`config.mk`:
```
export PLATFORM = sky130hd
export DESIGN_NAME = dll_code_ctrl
export DESIGN_NICKNAME = d
export VERILOG_FILES = /design/src/rtl/fmdll_pkg.sv /design/src/rtl/dll_lock_det.sv /design/src/rtl/dll_code_ctrl.sv
export SDC_FILE = /design/constraint.sdc
export NUM_CORES = 1
export LEC_CHECK = 0
export ABC_AREA = 1
export CAP_MARGIN = 10
export CORE_ASPECT_RATIO = 0.9
export CORE_UTILIZATION = 45
export CTS_CLUSTER_DIAMETER = 40
export DETAILED_ROUTE_END_ITERATION = 7
export PLACE_DENSITY = 0.71
export SYNTH_ARGS = -nofsm -noshare
export SYNTH_HDL_FRONTEND = slang
export SYNTH_HIERARCHICAL = 1
export SYNTH_SLANG_ARGS = --single-unit
```
`constraint.sdc`:
```
create_clock -name clk_ext -period 5.65 [get_ports clk_ext]
set_input_delay 1.13 -clock clk_ext [delete_from_list [all_inputs] [get_ports clk_ext]]
set_output_delay 1.13 -clock clk_ext [all_outputs]
set_load 0.05 [all_outputs]
```
`src/rtl/fmdll_pkg.sv`:
```
// Shared FMDLL definitions: controller state encoding, default code width,
// mid-code start point and phase-detector polarity.
package fmdll_pkg;

    typedef enum logic [1:0] {
        IDLE  = 2'd0,
        SAR   = 2'd1,
        TRACK = 2'd2
    } dll_state_e;

    localparam int CODE_W = 10;
    localparam logic [CODE_W-1:0] MID_CODE = {1'b1, {(CODE_W-1){1'b0}}};

    // COMP value the PD produces when the delay is too long (clk_out lags).
    localparam logic COMP_LAG = 1'b1;

endpackage

```
`src/rtl/dll_lock_det.sv`:
```
// Lock detector: counts consecutive direction reversals (lock) and
// consecutive same-direction steps (unlock) while tracking.
module dll_lock_det #(
    parameter int LOCK_CNT = 4
) (
    input  logic clk,
    input  logic rst,
    input  logic clr,
    input  logic dec_vld,
    input  logic dir,
    input  logic track,
    output logic lock
);
    localparam int CW = $clog2(LOCK_CNT + 1);
    localparam logic [CW-1:0] CNT_MAX = CW'(LOCK_CNT);

    logic [CW-1:0] rev_cnt, run_cnt, rev_inc, run_inc;
    logic          prev_dir;

    assign rev_inc = (rev_cnt == CNT_MAX) ? rev_cnt : rev_cnt + 1'b1;
    assign run_inc = (run_cnt == CNT_MAX) ? run_cnt : run_cnt + 1'b1;

    // Direction memory follows SAR decisions too, so the first TRACK step
    // is compared against the final SAR decision.
    always_ff @(posedge clk or posedge rst) begin
        if (rst) begin
            rev_cnt  <= '0;
            run_cnt  <= '0;
            lock     <= 1'b0;
            prev_dir <= 1'b0;
        end else if (clr) begin
            rev_cnt <= '0;
            run_cnt <= '0;
            lock    <= 1'b0;
        end else if (dec_vld) begin
            prev_dir <= dir;
            if (track) begin
                if (dir != prev_dir) begin
                    rev_cnt <= rev_inc;
                    run_cnt <= '0;
                    if (rev_inc == CNT_MAX) lock <= 1'b1;
                end else begin
                    run_cnt <= run_inc;
                    rev_cnt <= '0;
                    if (run_inc == CNT_MAX) lock <= 1'b0;
                end
            end
        end
    end

endmodule

```
`src/rtl/dll_code_ctrl.sv`:
```
// FMDLL delay-code controller: SAR search from mid-code, then +/-1 tracking,
// with settle gating of PD decisions and reversal-based lock detection.
module dll_code_ctrl
    import fmdll_pkg::*;
#(
    parameter int W        = CODE_W,
    parameter int SETTLE   = 1,
    parameter int LOCK_CNT = 4
) (
    input  logic         clk_ext,
    input  logic         Reset_CTRL,
    input  logic         COMP,
    input  logic         cmp_valid,
    input  logic         restart,
    output logic [W-1:0] Q,
    output logic [W-1:0] Q_next,
    output logic         lock,
    output logic         sar_done,
    output logic         lead,
    output logic         lag
);
    localparam int IW  = $clog2(W);
    localparam int SCW = (SETTLE < 1) ? 1 : $clog2(SETTLE + 1);
    localparam logic [W-1:0]   MID      = {1'b1, {(W-1){1'b0}}};
    localparam logic [IW-1:0]  IDX_TOP  = IW'(W - 1);
    localparam logic [SCW-1:0] SETTLE_V = SCW'(SETTLE);

    dll_state_e     state, state_n;
    logic [W-1:0]   q_n, q_dec;
    logic [IW-1:0]  idx, idx_n;
    logic [SCW-1:0] settle_cnt, settle_n;
    logic           sar_done_n, lead_n, lag_n;
    logic           settle_zero, accept;

    assign settle_zero = (settle_cnt == '0);
    assign accept      = cmp_valid && settle_zero && !restart && (state != IDLE);
    assign Q_next      = (state != IDLE && settle_zero) ? q_dec : Q;

    // Candidate code for the current COMP, independent of cmp_valid.
    always_comb begin
        q_dec = Q;
        unique case (state)
            SAR: begin
                if (COMP == COMP_LAG) q_dec[idx] = 1'b0;
                if (idx != '0) q_dec[idx - 1'b1] = 1'b1;
            end
            TRACK: begin
                if (COMP == COMP_LAG) begin
                    if (Q != '0) q_dec = Q - 1'b1;
                end else if (Q != '1) begin
                    q_dec = Q + 1'b1;
                end
            end
            default: ;
        endcase
    end

    always_comb begin
        state_n    = state;
        q_n        = Q;
        idx_n      = idx;
        settle_n   = settle_cnt;
        sar_done_n = sar_done;
        lead_n     = lead;
        lag_n      = lag;
        if (restart) begin
            state_n    = SAR;
            q_n        = MID;
            idx_n      = IDX_TOP;
            settle_n   = SETTLE_V;
            sar_done_n = 1'b0;
        end else if (state == IDLE) begin
            state_n = SAR;
        end else if (cmp_valid) begin
            if (!settle_zero) begin
                settle_n = settle_cnt - 1'b1;
            end else begin
                q_n    = q_dec;
                lead_n = (COMP != COMP_LAG);
                lag_n  = (COMP == COMP_LAG);
                // Saturated TRACK steps leave the line untouched: no reload.
                if (q_dec != Q) settle_n = SETTLE_V;
                if (state == SAR) begin
                    if (idx == '0) begin
                        state_n    = TRACK;
                        sar_done_n = 1'b1;
                    end else begin
                        idx_n = idx - 1'b1;
                    end
                end
            end
        end
    end

    always_ff @(posedge clk_ext or posedge Reset_CTRL) begin
        if (Reset_CTRL) begin
            state      <= IDLE;
            Q          <= MID;
            idx        <= IDX_TOP;
            settle_cnt <= SETTLE_V;
            sar_done   <= 1'b0;
            lead       <= 1'b0;
            lag        <= 1'b0;
        end else begin
            state      <= state_n;
            Q          <= q_n;
            idx        <= idx_n;
            settle_cnt <= settle_n;
            sar_done   <= sar_done_n;
            lead       <= lead_n;
            lag        <= lag_n;
        end
    end

    dll_lock_det #(.LOCK_CNT(LOCK_CNT)) u_lock_det (
        .clk     (clk_ext),
        .rst     (Reset_CTRL),
        .clr     (restart),
        .dec_vld (accept),
        .dir     (COMP),
        .track   (state == TRACK),
        .lock    (lock)
    );

endmodule
```
# Yosys cells after proc, flatten, opt, wreduce, memory -nomap -nowiden
# Cells that the tools add are included.
# Widths: inputs -> output; s select.
classes:
  addsub: 6
  magnitude_cmp: 4
  eq_ne: 14
  mux: 55
  n_bitwise: 7
  reduce_logical: 30
ops:
  columns: ["operator", "count"]
  rows:
  - ["$mux 10", 11]
  - ["$mux 3", 10]
  - ["$mux 4", 6]
  - ["$pmux 10 s2", 1]
  - ["$mux 1", 19]
  - ["$eq 3x3->1 const B", 4]
  - ["$mux 2", 6]
  - ["$reduce_and 4->1", 3]
  - ["$reduce_bool 2->1", 6]
  - ["$reduce_bool 3->1", 4]
  - ["$add 10x1->10 const B", 1]
  - ["$and 10x10->10", 1]
  - ["$lt 4x5->1 const B", 2]
  - ["$ne 10x10->1", 1]
  - ["$ne 10x10->1 const B", 1]
  - ["$not 10->10", 1]
  - ["$or 10x10->10", 1]
  - ["$reduce_and 5->1", 2]
  - ["$reduce_bool 10->1", 1]
  - ["$sub 10x1->10 const B", 1]
  - ["$demux 1 s4", 2]
  - ["$ge 4x1->1 const B", 2]
  - ["$add 3x1->3 const B", 2]
  - ["$logic_and 1x1->1", 6]
  - ["15 further kinds", 22]
word_totals:
  reg_bits: 28
  out_inout_bits: 24

# Longest topological paths before layout
# Gate-level depths: netlist (run 1).
depth:
  ltp_word: 17
  depth_mapped: 19
  depth_no_buf: 18

# Cells and area by module
# Netlist (run 1), hierarchy kept.
modules_own_cells:
  columns: ["module", "instances", "cells_each", "area_each_um2", "seq_area_each_um2"]
  rows:
  - ["dll_code_ctrl", 1, 390, 2326.0, 505.5]
  - ["dll_lock_det", 1, 74, 526.8, 200.2]

# Worst setup path before layout (run 1)
# OpenSTA, ideal clock, no wires.
synth_path:
  path_kind: "flip-flop to output port"
  startpoint: "reg Q[1]"
  endpoint: "out Q_next[9]"
  arrival_ns: 3.001
  t_required_ns: 4.520
  slack_ns: 1.519
  path_stages_with_launch: 13
  n_path_buf: 1
  path_cell_list: "dfrtp_1 > clkbuf_2 > inv_1 > ha_1 > nand2_1 > nor2_1 > nand3_2 > nand2_1 > o21ai_0 > nand3_1 > nand2_1 > o21ai_0 > o21ai_0"
synth_between:
  elab_chain_cells: 5
synth_rtl:
  columns: ["item", "line", "text"]
  rows:
  - ["start, declared", "dll_code_ctrl.sv:15", "output logic [W-1:0] Q,"]
  - ["start signal, assigned", "dll_code_ctrl.sv:106", "Q <= q_n;"]
  - ["$add 10x1->10 (tied with other cells)", "dll_code_ctrl.sv:51", "q_dec = Q + 1'b1;"]
  - ["$mux 10, on equally long branches", "dll_code_ctrl.sv:50, dll_code_ctrl.sv:49", null]
  - ["$mux 10 *", "dll_code_ctrl.sv:48", "if (COMP == COMP_LAG) begin"]
  - ["$pmux 10 s2 *", "dll_code_ctrl.sv:42", "unique case (state)"]
  - ["$mux 10 *", "dll_code_ctrl.sv:37", "assign Q_next = (state != IDLE && settle_zero) ? q_dec : Q;"]
  - ["end, declared", "dll_code_ctrl.sv:16", "output logic [W-1:0] Q_next,"]
# Every way passes the cells marked *; elsewhere a longest branch is shown, timed or not.

# Worst setup path after layout (run 1)
layout_path:
  startpoint: "in COMP"
  endpoint: "out Q_next[8]"
layout_between:
  elab_chain_cells: 6
layout_rtl:
  columns: ["item", "line", "text"]
  rows:
  - ["start, declared", "dll_code_ctrl.sv:12", "input logic COMP,"]
  - ["$mux 10", "dll_code_ctrl.sv:44", "if (COMP == COMP_LAG) q_dec[idx] = 1'b0;"]
  - ["$mux 10", "dll_code_ctrl.sv:42", null]
  - ["$or 10x10->10 (no source line)", null, null]
  - ["$mux 10", "dll_code_ctrl.sv:45", "if (idx != '0) q_dec[idx - 1'b1] = 1'b1;"]
  - ["$pmux 10 s2 *", "dll_code_ctrl.sv:42", null]
  - ["$mux 10 *", "dll_code_ctrl.sv:37", null]
# Every way passes the cells marked *; elsewhere a longest branch is shown, timed or not. The select of a mux whose other input is x is not followed.

==> results of run 1 <==
[power breakdown]
group	leakage [nW]	internal (mW)	total (mW)	switching, mW
Combinational	1.20	0.0420	0.134	0.0918
Clock	0.0357	0.0952	0.169	0.0736
Sequential	0.366	0.210	0.219	0.00960
Total	1.60	0.347	0.522	0.175
[critical path: cells and delay by family]
family,cells,cell delay (ns)
buffers and inverters,4,1.87
and+or+nand+nor,4,0.47
AOI/OAI and AO/OA,2,0.30
[synthesized netlist by cell type (5+ instances only)]
cell type	number
a21oi_1	11
buf_2	5
dfrtp_1	24
ha_1	16
inv_1	61
nand2_1	148
nand3_1	57
nand3b_1	5
nand4_1	10
nor2_1	33
o21ai_0	39
o22ai_1	13
xor2_1	5
[worst max-delay path by stage]
| stage | cells past startpoint | to |
|---|---|---|
| floorplan | 12 | Q_next[9] |
| global placement | 10 | Q_next[8] |
| detailed placement | 10 | Q_next[8] |
| CTS | 10 | Q_next[8] |
| global route | 10 | Q_next[9] |
| finish | 10 | Q_next[8] |
[logic make-up (layout without fill, tap and decap cells)]
kind of cell | count (synthesis) | in the layout | synth area share
simple gates | 265 | 265 | 0.4127
buf+inv | 82 | 98 | 0.1254
fa+ha+maj | 16 | 16 | 0.07017
compound gates | 68 | 68 | 0.1289
xor+xnor | 5 | 5 | 0.01535
flops | 28 | 28 | 0.2474
[metrics by stage]
stage / util / area [sq um] / hold slack, ns / setup slack [ns] / std cells
2_1_floorplan: - / 2853 / 0.4749 / 1.519 / 464
3_3_place_gp: 0.5128 / 3136 / 0.4825 / 0.8183 / 563
3_5_place_dp: 0.5128 / 3136 / 0.4884 / 0.7597 / 563
4_1_cts: 0.5245 / 3207 / 0.5128 / 0.7625 / 567
5_1_grt: 0.5245 / 3207 / 0.5472 / 0.4885 / 567
6_report: 0.5245 / 3207 / 0.5062 / 0.7504 / 567
[state kept, by name (all words and copies together) (netlist names)]
register,count
Q,10
idx,4
lag,1
lead,1
sar_done,1
settle_cnt,1
state,2
u_lock_det/lock,1
u_lock_det/prev_dir,1
u_lock_det/rev_cnt,3
u_lock_det/run_cnt,3
[cell type report]
cell class	instances	share of cell area
Timing Repair Buffer	29	0.08974
Sequential cell	28	0.2201
Inverter	65	0.07608
Tap cell	87	0.03394
Clock inverter	1	0.009364
Clock buffer	3	0.01288
Multi-Input combinational cell	354	0.5579
[routing by layer]
layer,global-route usage,vias up
met1,0.3475,1394
met4,0.07833,0
met5,0,-
li1,-,1534
met3,0.02872,16
met2,0.4190,106
[cell usage in the layout (no fill, tap or decap), drive strengths merged, types with 5 or more instances in the layout]
cell / count
a21oi: 11
clkdlybuf4s50: 28
dfrtp: 24
ha: 16
inv: 64
nand2: 152
nand3: 60
nand3b: 5
nand4: 10
nor2: 37
o21ai: 39
o22ai: 13
xor2: 5
==> summary.txt, run 1 <==
STA
  – Worst-margin pin slew: 0.8532 ns
  – Final setup vio count: 0
  – Fmax: 0.2041 GHz
  – Clock period minus worst slack: 4.900 ns
  – Total Neg Setup Slack: 0 ns
  – Slew margin rel.: 0.4306
  – Max Slew Vio Count: 0
  – Clock skew: 0.003726 ns
  – Hold Violations, Final: 0
  – Period utilization: 0.8672
  – RSZ-0062 raised after global routing: false

Routing
  – Routed wire length on met2: 3.584 mm
  – Routed len/inst: 13.88 um
  – WL met3: 489 um
  – Met1 WL: 3.641 mm
  – TritonRoute pass-1 iters: 6
  – DRT antenna net count: 0
  – DR vias: 3050
  – Vias per Instance: 5.379
  – Uppermost layer routed: met4
  – Drt drc: 0
  – First DRT Iteration DRCs: 258
  – Final WL: 7.869 mm

Clocking
  – Postcts setup bufs: 0
  – Cts hold-fix bufs: 0
  – Clock Latency Late Sink: 0.29 ns
  – CTS root buffer: clkbuf_8
  – Num CTS Buffers: 3
  – H-tree depth: 1
  – TritonCTS clock tree: yes
  – # clock sinks: 28
  – Clock buffer depth: 2
  – Clk slew on worst S/H paths: 0.11 ns
  – PostCTS Resize Cnt: 0

Placed design
  – Final RePlAce weighted congestion: 0.9492
  – Port Buf Inserts: 28
  – DP HPWL: 5.837 mm

Yosys
  – Yosys reg bits: 28
  – Synth top area cells: dfrtp_1, nand2_1, nand3_1
  – Top_reg_cell synth: dfrtp_1
  – Synth Cell Area: 0.002853 sq mm
  – Yosys cell types: 33
  – Post-synthesis sequential area ratio: 0.2474
  – Ys Warns: 6
  – Net Count, Synth: 485
  – Asr flop ratio synth: 1.000
  – EDFF count, synth: 0
  – Synth Instances: 464
  – Share of Yosys cell area claimed by the top area cell type: 0.2105
  – Synth area leader: dfrtp_1
  – Syn avg cell area: 6.148 sq um

Global route
  – Total global routing overflow: 0
  – Total GRT Usage: 0.2542
  – Initial antenna violation count: 0
  – Largest net degree at the start of global routing: 22
  – First-pass GRT wire length: 13.53 mm
  – Vias in the first global route: 2866

Layout
  – Area Growth Syn to Fin: 12.41%
  – Fin nets: 502
  – Fillers: 653
  – Share of layout cells above drive strength 1: 0.04792
  – Area of the multi-input gates: 0.001789 sq mm
  – Flip-flop and latch area: 705.7 sq um
  – ANT cells: 0

Critical path
  – Worst Reg-to-Reg Cells: 17
  – CP Cell Sequence: clkdlybuf4s50_1 > clkinv_1 > nand2_1 > inv_1 > nand2_1 > nand3_1 > nand3_1 > o21ai_0 > o21ai_0 > clkdlybuf4s50_1
  – CP required: 4.52 ns
  – Beginning of the worst register-to-register path: Q[0]$_DFFE_PP0P_
  – Critical Path Start: COMP
  – Worst path max stage delay: 0.82 ns
  – CP max stage cell: clkdlybuf4s50_1
  – WS Path Type: in2out
  – FF-to-FF End: settle_cnt$_DFFE_PP1P_
  – Crit end category: output port
  – Crit path max fanout: 9
  – CP Launch Type: primary input
  – Arrival time worst endpoint: 3.77 ns
  – FF-to-FF setup slack: 3.10 ns

Floorplanning
  – Die width: 85.93 um
  – Die Ht: 77.54 um
  – FP Rows: 27
  – # IOs: 29
  – Die area: 0.006662 sq mm
  – Area of the core: 0.006115 sq mm
  – Starting Density: 0.4665

Hold path
  – WHS Endpoint: lead$_DFFE_PP0P_
  – HP Class: reg2reg
  – Hold Crit Start: lead$_DFFE_PP0P_
  – Worst Hold Depth: 2

Power
  – Overall Power: 0.5221 mW
  – Leak pwr: 1.603 nW
  – Power density over cell area: 162.8 mW/mm^2
  – Max IR drop VDD: 0.00009615 V

Run
  – Number of max-cap violations: 0

Status
  – Outcome: completed
Power figures use the tool's default switching activity.
==> run 2: changes to the inputs <==
--- a/config.mk
+++ b/config.mk
@@ -7,7 +7,7 @@
 export LEC_CHECK = 0
 export ABC_AREA = 1
 export CAP_MARGIN = 10
-export CORE_ASPECT_RATIO = 0.9
+export CORE_ASPECT_RATIO = 1.75
 export CORE_UTILIZATION = 45
 export CTS_CLUSTER_DIAMETER = 40
 export DETAILED_ROUTE_END_ITERATION = 7
==> constraint.sdc (replaced) <==
create_clock -name clk_ext -period 5.65 [get_ports clk_ext]
set_input_delay 1.695 -clock clk_ext [delete_from_list [all_inputs] [get_ports clk_ext]]
set_output_delay 1.695 -clock clk_ext [all_outputs]
set_load 0.05 [all_outputs]
==> run 2 against run 1 <==
  * Cell area increased by 2.1%
  * Clock power down 33%
  * Non-clock buffer count grew 1
  * Global-route usage down 0.43 points
  * Routed wire length increased by 0.97%
  * Worst setup slack worse by 0.48 ns
  * Sequential power about the same
  * Core utilization up 0.55 points
  * Flip-flop and latch count unchanged
  * Worst hold slack worse by 0.0059 ns
  * Critical path type unchanged
  * Largest power group unchanged
==> summary.txt, run 2 (synthesis results as in run 1) <==
Status
  – Outcome: completed

Critical path
  – WS Path Type: in2out
  – CP Buf/Inv Count: 3 (-1)
  – Crit path max fanout: 17 (+8)
  – Crit end category: output port
  – Arrival time worst endpoint: 3.68 ns (-0.09 ns)
  – CP Launch Type: primary input
  – Worst path max stage delay: 0.48 ns (-0.34 ns)
  – CP Cell Sequence: clkdlybuf4s50_1 > buf_4 > nand2_1 > o21ai_0 > nand2_1 > a21oi_1 > nand2_1 > o21ai_0 > o21ai_0 > buf_12
  – CP required: 3.95 ns (-0.57 ns)
  – CP top delay family: buffers and inverters
  – CP max stage cell: clkdlybuf4s50_1

Layout
  – Area Growth Syn to Fin: 14.82%
  – Max FFs per register: 10 (unchanged)
  – Top flop regs: Q (10), idx (4)
  – Fin nets: 503 (+0.20%)
  – Share of layout cells above drive strength 1: 0.06875 (+0.02083)
  – Commonest non-fill, non-tap cell in the layout: nand2_1
  – Most frequent cells in the layout: nand2_1, inv_1, nand3_1
  – ANT cells: 0 (unchanged)
  – Biggest register: Q

Clocking
  – Postcts setup bufs: 0 (unchanged)
  – TritonCTS clock tree: yes
  – PostCTS Resize Cnt: 0 (unchanged)
  – Cts hold-fix bufs: 0 (unchanged)
  – # clock sinks: 28 (unchanged)
  – CTS root buffer: clkbuf_8
  – Num CTS Buffers: 3 (unchanged)
  – Clock buffer depth: 2 (unchanged)
  – Clk slew on worst S/H paths: 0.10 ns (about the same)
  – H-tree depth: 1 (unchanged)
  – Clock Latency Late Sink: 0.28 ns (about the same)

STA
  – Fmax: 0.1859 GHz (-8.9%)
  – Total Neg Setup Slack: 0 ns (unchanged)
  – Worst-margin pin slew: 0.8797 ns (+0.02644 ns)
  – Slew margin rel.: 0.4129 (-0.01765)
  – Clock skew: 0.002870 ns (-0.0008559 ns)
  – RSZ-0062 raised after global routing: false
  – Period utilization: 0.9519 (+0.08470)
  – Clock period minus worst slack: 5.378 ns (+0.4786 ns)
  – Hold Violations, Final: 0 (unchanged)
  – Final setup vio count: 0 (unchanged)
  – Max Slew Vio Count: 0 (unchanged)

Power
  – Power density over cell area: 144.8 mW/mm^2 (-11%)
  – Max IR drop VDD: 0.0001120 V (+17%)
  – Leak pwr: 1.642 nW (+2.4%)
  – Overall Power: 0.4742 mW (-9.2%)

Global route
  – Met1 GRT Util: 0.2462 (-0.1013)
  – Global-route track usage on met3: 0.02966 (+0.0009376)
  – Largest net degree at the start of global routing: 22 (unchanged)
  – Total GRT Usage: 0.2498 (-0.004348)
  – Initial antenna violation count: 0 (unchanged)
  – Total global routing overflow: 0 (unchanged)
  – M2 GR Usage: 0.4647 (+0.04563)
  – Vias in the first global route: 2944 (+2.7%)
  – Top Usage Layer GRT: met2
  – First-pass GRT wire length: 13.20 mm (-2.4%)

Routing
  – Drt drc: 0 (unchanged)
  – Vias per Instance: 5.491 (+2.1%)
  – First DRT Iteration DRCs: 168 (-35%)
  – Routed len/inst: 14.19 um (+2.2%)
  – DR vias: 3075 (+0.82%)
  – Final WL: 7.945 mm (+0.97%)
  – DRT antenna net count: 0 (unchanged)
  – TritonRoute pass-1 iters: 5 (-1)

Floorplanning
  – Die area: 0.006674 sq mm (+0.18%)
  – Die Ht: 107.3 um (+38%)
  – Area of the core: 0.006181 sq mm (+1.1%)
  – # IOs: 29 (unchanged)
  – Die width: 62.19 um (-28%)
  – Starting Density: 0.4615 (-0.005005)
  – FP Rows: 38 (+41%)

Placed design
  – Port Buf Inserts: 28 (unchanged)
  – DP HPWL: 6.159 mm (+5.5%)
  – Final RePlAce weighted congestion: 0.9167 (-3.4%)

Run
  – Number of max-cap violations: 0 (unchanged)

Hold path
  – HP Class: reg2reg
==> run 2: report_power, final <==
| part | switching [mW] | leakage, nW | internal (mW) |
|---|---|---|---|
| Sequential | 0.00938 | 0.366 | 0.210 |
| Combinational | 0.0944 | 1.25 | 0.0476 |
| Clock | 0.0650 | 0.0216 | 0.0480 |
==> run 2: metrics by stage <==
step           cells  utilization  setup WS (ns)  area (sq um)  hold WS (ns)
2_1_floorplan    464            -         0.4163          2853        0.4749
3_3_place_gp     557       0.5233         0.3468          3234        0.4781
3_5_place_dp     557       0.5233         0.3464          3234        0.4767
4_1_cts          560       0.5300         0.3301          3276        0.5038
5_1_grt          560       0.5300        0.07032          3276        0.5607
6_report         560       0.5300         0.2719          3276        0.5003
==> run 2: final timing paths <==
check,startpoint,endpoint,slack [ns],depth (start not counted)
setup / recovery,COMP,Q_next[9],0.27,10
hold / removal,lag$_DFFE_PP0P_,lag$_DFFE_PP0P_,0.50,2
setup reg to reg,Q[0]$_DFFE_PP0P_,settle_cnt$_DFFE_PP1P_,3.11,15
hold reg to reg,lag$_DFFE_PP0P_,lag$_DFFE_PP0P_,0.50,2
max in group asynchronous,Reset_CTRL,Q[6]$_DFFE_PP0P_,3.19,2
min in group asynchronous,Reset_CTRL,u_lock_det/run_cnt[1]$_DFFE_PP0P_,1.69,2
==> run 2: area by class of cell <==
| type | instances | area (sq um) |
|---|---|---|
| inverters | 65 | 244.0 |
| repair buffers | 30 | 395.4 |
| clock buffers | 3 | 41.29 |
| well taps | 80 | 100.1 |
| multi-input cells | 354 | 1789 |
| fillers | 634 | 2905 |
| flip-flops and latches | 28 | 705.7 |
==> run 2: routing by layer <==
layer	wire (um)	part of all wire
met4	522	0.066
met5	0	0
met2	4129	0.52
met1	2949	0.37
met3	344	0.043
==> run 2: worst min-delay path, cell delays in order, from the launching register on <==
cell and delay, ns:
dfrtp_1 0.36, nand2_1 0.05, o21ai_0 0.06
==> run 3: changes to the inputs <==
--- a/config.mk
+++ b/config.mk
@@ -5,13 +5,12 @@
 export SDC_FILE = /design/constraint.sdc
 export NUM_CORES = 1
 export LEC_CHECK = 0
-export ABC_AREA = 1
 export CAP_MARGIN = 10
 export CORE_ASPECT_RATIO = 1.75
 export CORE_UTILIZATION = 45
 export CTS_CLUSTER_DIAMETER = 40
 export DETAILED_ROUTE_END_ITERATION = 7
-export PLACE_DENSITY = 0.71
+export PLACE_DENSITY = 0.7
 export SYNTH_ARGS = -nofsm -noshare
 export SYNTH_HDL_FRONTEND = slang
 export SYNTH_HIERARCHICAL = 1
==> run 3 against run 2 <==
  * Synthesized cell count down 14%
  * Sequential power up 9.1%
  * Cell count down 11%
  * Flip-flop and latch count unchanged
  * Routed wire length up 18%
  * Die area up 4.6%
  * Worst hold slack better by 0.027 ns
  * First-iteration DRC count up 64%
  * Power up 68%
  * Core utilization up 3.0 points
  * Maximum frequency down 2.2%
==> summary.txt, run 3 <==
Status
  – Outcome: completed

Critical path
  – Crit path max fanout: 4 (-13)
  – Worst Reg-to-Reg Cells: 9 (-6)
  – CP Launch Type: primary input
  – WS Path Type: in2out
  – FF-to-FF End: settle_cnt$_DFFE_PP1P_
  – Critical Path Start: COMP
  – CP required: 3.95 ns (about the same)
  – FF-to-FF setup slack: 2.63 ns (-0.48 ns)
  – Crit end category: output port
  – Arrival time worst endpoint: 3.81 ns (+0.13 ns)
  – Beginning of the worst register-to-register path: Q[5]$_DFFE_PP0P_

Yosys
  – Post-synthesis simple-gate area fraction: 0.2567 (-0.1560)
  – Synth area leader: dfrtp_1
  – Asr flop ratio synth: 1.000 (unchanged)
  – Post-Synth Adder-Cell Area: 0.06700 (-0.003174)
  – Post-synthesis sequential area ratio: 0.2362 (-0.01119)
  – Post-synth top cells: nand2_1, a21oi_1, nor2_1, dfrtp_1, inv_1
  – Largest family of logic cells by synthesized area: compound AO/OA/AOI/OAI gates
  – Top_reg_cell synth: dfrtp_1
  – Most frequent cell after synthesis: nand2_1
  – Yosys reg bits: 28 (unchanged)
  – Multiplexer share of the synthesized area: 0.01843 (+0.01843)
  – Synth Area in XOR/XNOR: 0.02052 (+0.005168)
  – Yosys cell types: 72 (+120%)
  – Synth Area in Compound Gates: 0.3229 (+0.1939)
  – Net Count, Synth: 418 (-14%)
  – Synth Cell Area: 0.002988 sq mm (+4.7%)
  – Share of Yosys cell area claimed by the top area cell type: 0.2010 (-0.009521)
  – Ys Warns: 6 (unchanged)
  – EDFF count, synth: 0 (unchanged)
  – Syn avg cell area: 7.526 sq um (+22%)
  – Synth top area cells: dfrtp_1, ha_1, a21oi_1
  – Synth Instances: 397 (-14%)

Layout
  – Flip-flop and latch area: 705.7 sq um (unchanged)
  – Util after Layout: 0.5603 (+0.03039)
  – Biggest register: Q
  – Fin nets: 439 (-13%)
  – Area of the multi-input gates: 0.002054 sq mm (+15%)
  – Finished Layout Cells: 497 (-11%)
  – Most frequent cells in the layout: nand2_1, a21oi_1, nor2_1
  – Top flop regs: Q (10), idx (4)
  – Area Growth Syn to Fin: 18.59%
  – Max FFs per register: 10 (unchanged)
  – Share of layout cells above drive strength 1: 0.1367 (+0.06794)
  – ANT cells: 0 (unchanged)
  – Fillers: 633 (-0.16%)
  – Commonest non-fill, non-tap cell in the layout: nand2_1

Clocking
  – Clock buffer depth: 2 (unchanged)
  – Cts hold-fix bufs: 0 (unchanged)
  – TritonCTS clock tree: yes
  – # clock sinks: 28 (unchanged)
  – CTS root buffer: clkbuf_8
  – H-tree depth: 1 (unchanged)
  – Clock Latency Late Sink: 0.28 ns (about the same)
  – Clk slew on worst S/H paths: 0.10 ns (about the same)
  – Num CTS Buffers: 3 (unchanged)

Floorplanning
  – Starting Density: 0.4725 (+0.01096)
  – FP Rows: 38 (unchanged)
  – # IOs: 29 (unchanged)
  – Die area: 0.006982 sq mm (+4.6%)
  – Die Ht: 109.8 um (+2.3%)
  – Die width: 63.60 um (+2.3%)
  – Area of the core: 0.006324 sq mm (+2.3%)

STA
  – Max Slew Vio Count: 0 (unchanged)
  – Worst-margin pin slew: 0.7735 ns (-0.1062 ns)
  – RSZ-0062 raised after global routing: false
  – Total Neg Setup Slack: 0 ns (unchanged)
  – Final worst slack: 0.1496 ns (-0.1222 ns)
  – Hold Violations, Final: 0 (unchanged)
  – Period utilization: 0.9735 (+0.02164)
  – Final setup vio count: 0 (unchanged)
  – Clock period minus worst slack: 5.500 ns (+0.1222 ns)
  – Clock skew: 0.004767 ns (+0.001896 ns)
  – Slew margin rel.: 0.4804 (+0.06747)
  – Fmax: 0.1818 GHz (-2.2%)

Placed design
  – Final RePlAce weighted congestion: 0.9727 (+6.1%)
  – Placed instance count: 493 (-11%)
  – DP HPWL: 7.065 mm (+15%)
  – Port Buf Inserts: 28 (unchanged)
  – Worst slack, placed: 0.1833 ns (-0.1631 ns)

Hold path
  – HP Class: reg2reg
  – Hold Crit Start: lead$_DFFE_PP0P_
  – Worst Hold Depth: 1 (-1)
  – WHS Endpoint: lead$_DFFE_PP0P_

Routing
  – Met1 WL: 3.478 mm (+18%)
  – Drt drc: 0 (unchanged)
  – TritonRoute pass-1 iters: 4 (-1)
  – Vias per Instance: 6.423 (+17%)
  – DRT antenna net count: 0 (unchanged)
  – WL met3: 421 um (+22%)
  – Uppermost layer routed: met4
  – DR vias: 3192 (+3.8%)
  – Routed wire length on met2: 4.994 mm (+21%)
  – Routed len/inst: 18.79 um (+32%)
  – Final WL: 9.339 mm (+18%)
  – First DRT Iteration DRCs: 276 (+64%)

Global route
  – Vias in the first global route: 3106 (+5.5%)
  – Initial antenna violation count: 0 (unchanged)
  – First-pass GRT wire length: 15.18 mm (+15%)
  – Total global routing overflow: 0 (unchanged)
  – Total GRT Usage: 0.2806 (+0.03081)
  – Largest net degree at the start of global routing: 26 (+18%)

Run
  – Number of max-cap violations: 0 (unchanged)

Power
  – Power density over cell area: 224.4 mW/mm^2 (+55%)
  – Overall Power: 0.7952 mW (+68%)
  – Leak pwr: 1.441 nW (-12%)
  – Max IR drop VDD: 0.0001826 V (+63%)
## run 3: cell count changes in the layout (fill, tap and decap cells not counted), sizes merged, moves of 18 or more
cell,delta
o21ai,-23
buf,+18
nand2,-112
a21oi,+29
inv,-40
nand3,-53
## run 3: critical path, cell delays in order
cell	delay [ns]
clkdlybuf4s50_1	0.47
nand3b_1	0.24
a31oi_1	0.27
a22oi_1	0.16
nor3_1	0.23
a21oi_1	0.09
a2bb2oi_1	0.18
a21oi_1	0.30
buf_12	0.18
## run 3: metrics by stage
stage	hold slack, ns	instance area (sq um)
after floorplan	0.5043	2988
after global placement	0.4895	3466
after detailed placement	0.4969	3466
after CTS	0.5285	3537
after global routing	0.5493	3543
final	0.5274	3543
## run 3: worst max path at each step
| stage | endpoint | slack (ns) | cells past startpoint |
|---|---|---|---|
| finish | Q_next[3] | 0.15 | 9 |
| global route | Q_next[3] | 0.01 | 9 |
| CTS | Q_next[3] | 0.16 | 9 |
| detailed placement | Q_next[3] | 0.18 | 9 |
| global placement | Q_next[4] | 0.18 | 9 |
| floorplan | Q_next[4] | 0.44 | 7 |
## run 3: layout make-up
class                   instances  share of cell area
repair buffers                 48              0.1462
clock inverters                 1            0.008475
well taps                      80             0.02825
flip-flops and latches         28              0.1992
clock buffers                   3             0.01165
inverters                      25             0.02648
multi-input cells             312              0.5798
## run 3: report_power, final
group / total, mW / internal, mW / switching (mW)
Sequential: 0.239 / 0.217 / 0.0222
Combinational: 0.393 / 0.155 / 0.239
Clock: 0.163 / 0.0950 / 0.0678
## run 3: repair_timing
action / in CTS / in global routing
buffers inserted: 0 / 0
endpoints found under the setup margin: 0 / 1
gates resized for setup: 0 / 1
## run 3: logic make-up (layout without fill, tap and decap cells)
kind of cell / count (synthesis) / count (layout)
DFF: 28 / 28
adders and majority gates: 16 / 16
muxes: 5 / 5
AOI/OAI and AO/OA: 139 / 139
xor gates and xnor gates: 7 / 7
and+or+nand+nor: 145 / 145
buffers and inverters: 57 / 77
## run 3: per-layer routing
layer / vias to the layer above / global-route usage
met5: - / 0
met4: 0 / 0.1591
met3: 41 / 0.03216
met2: 131 / 0.5220
met1: 1509 / 0.3015
li1: 1511 / -
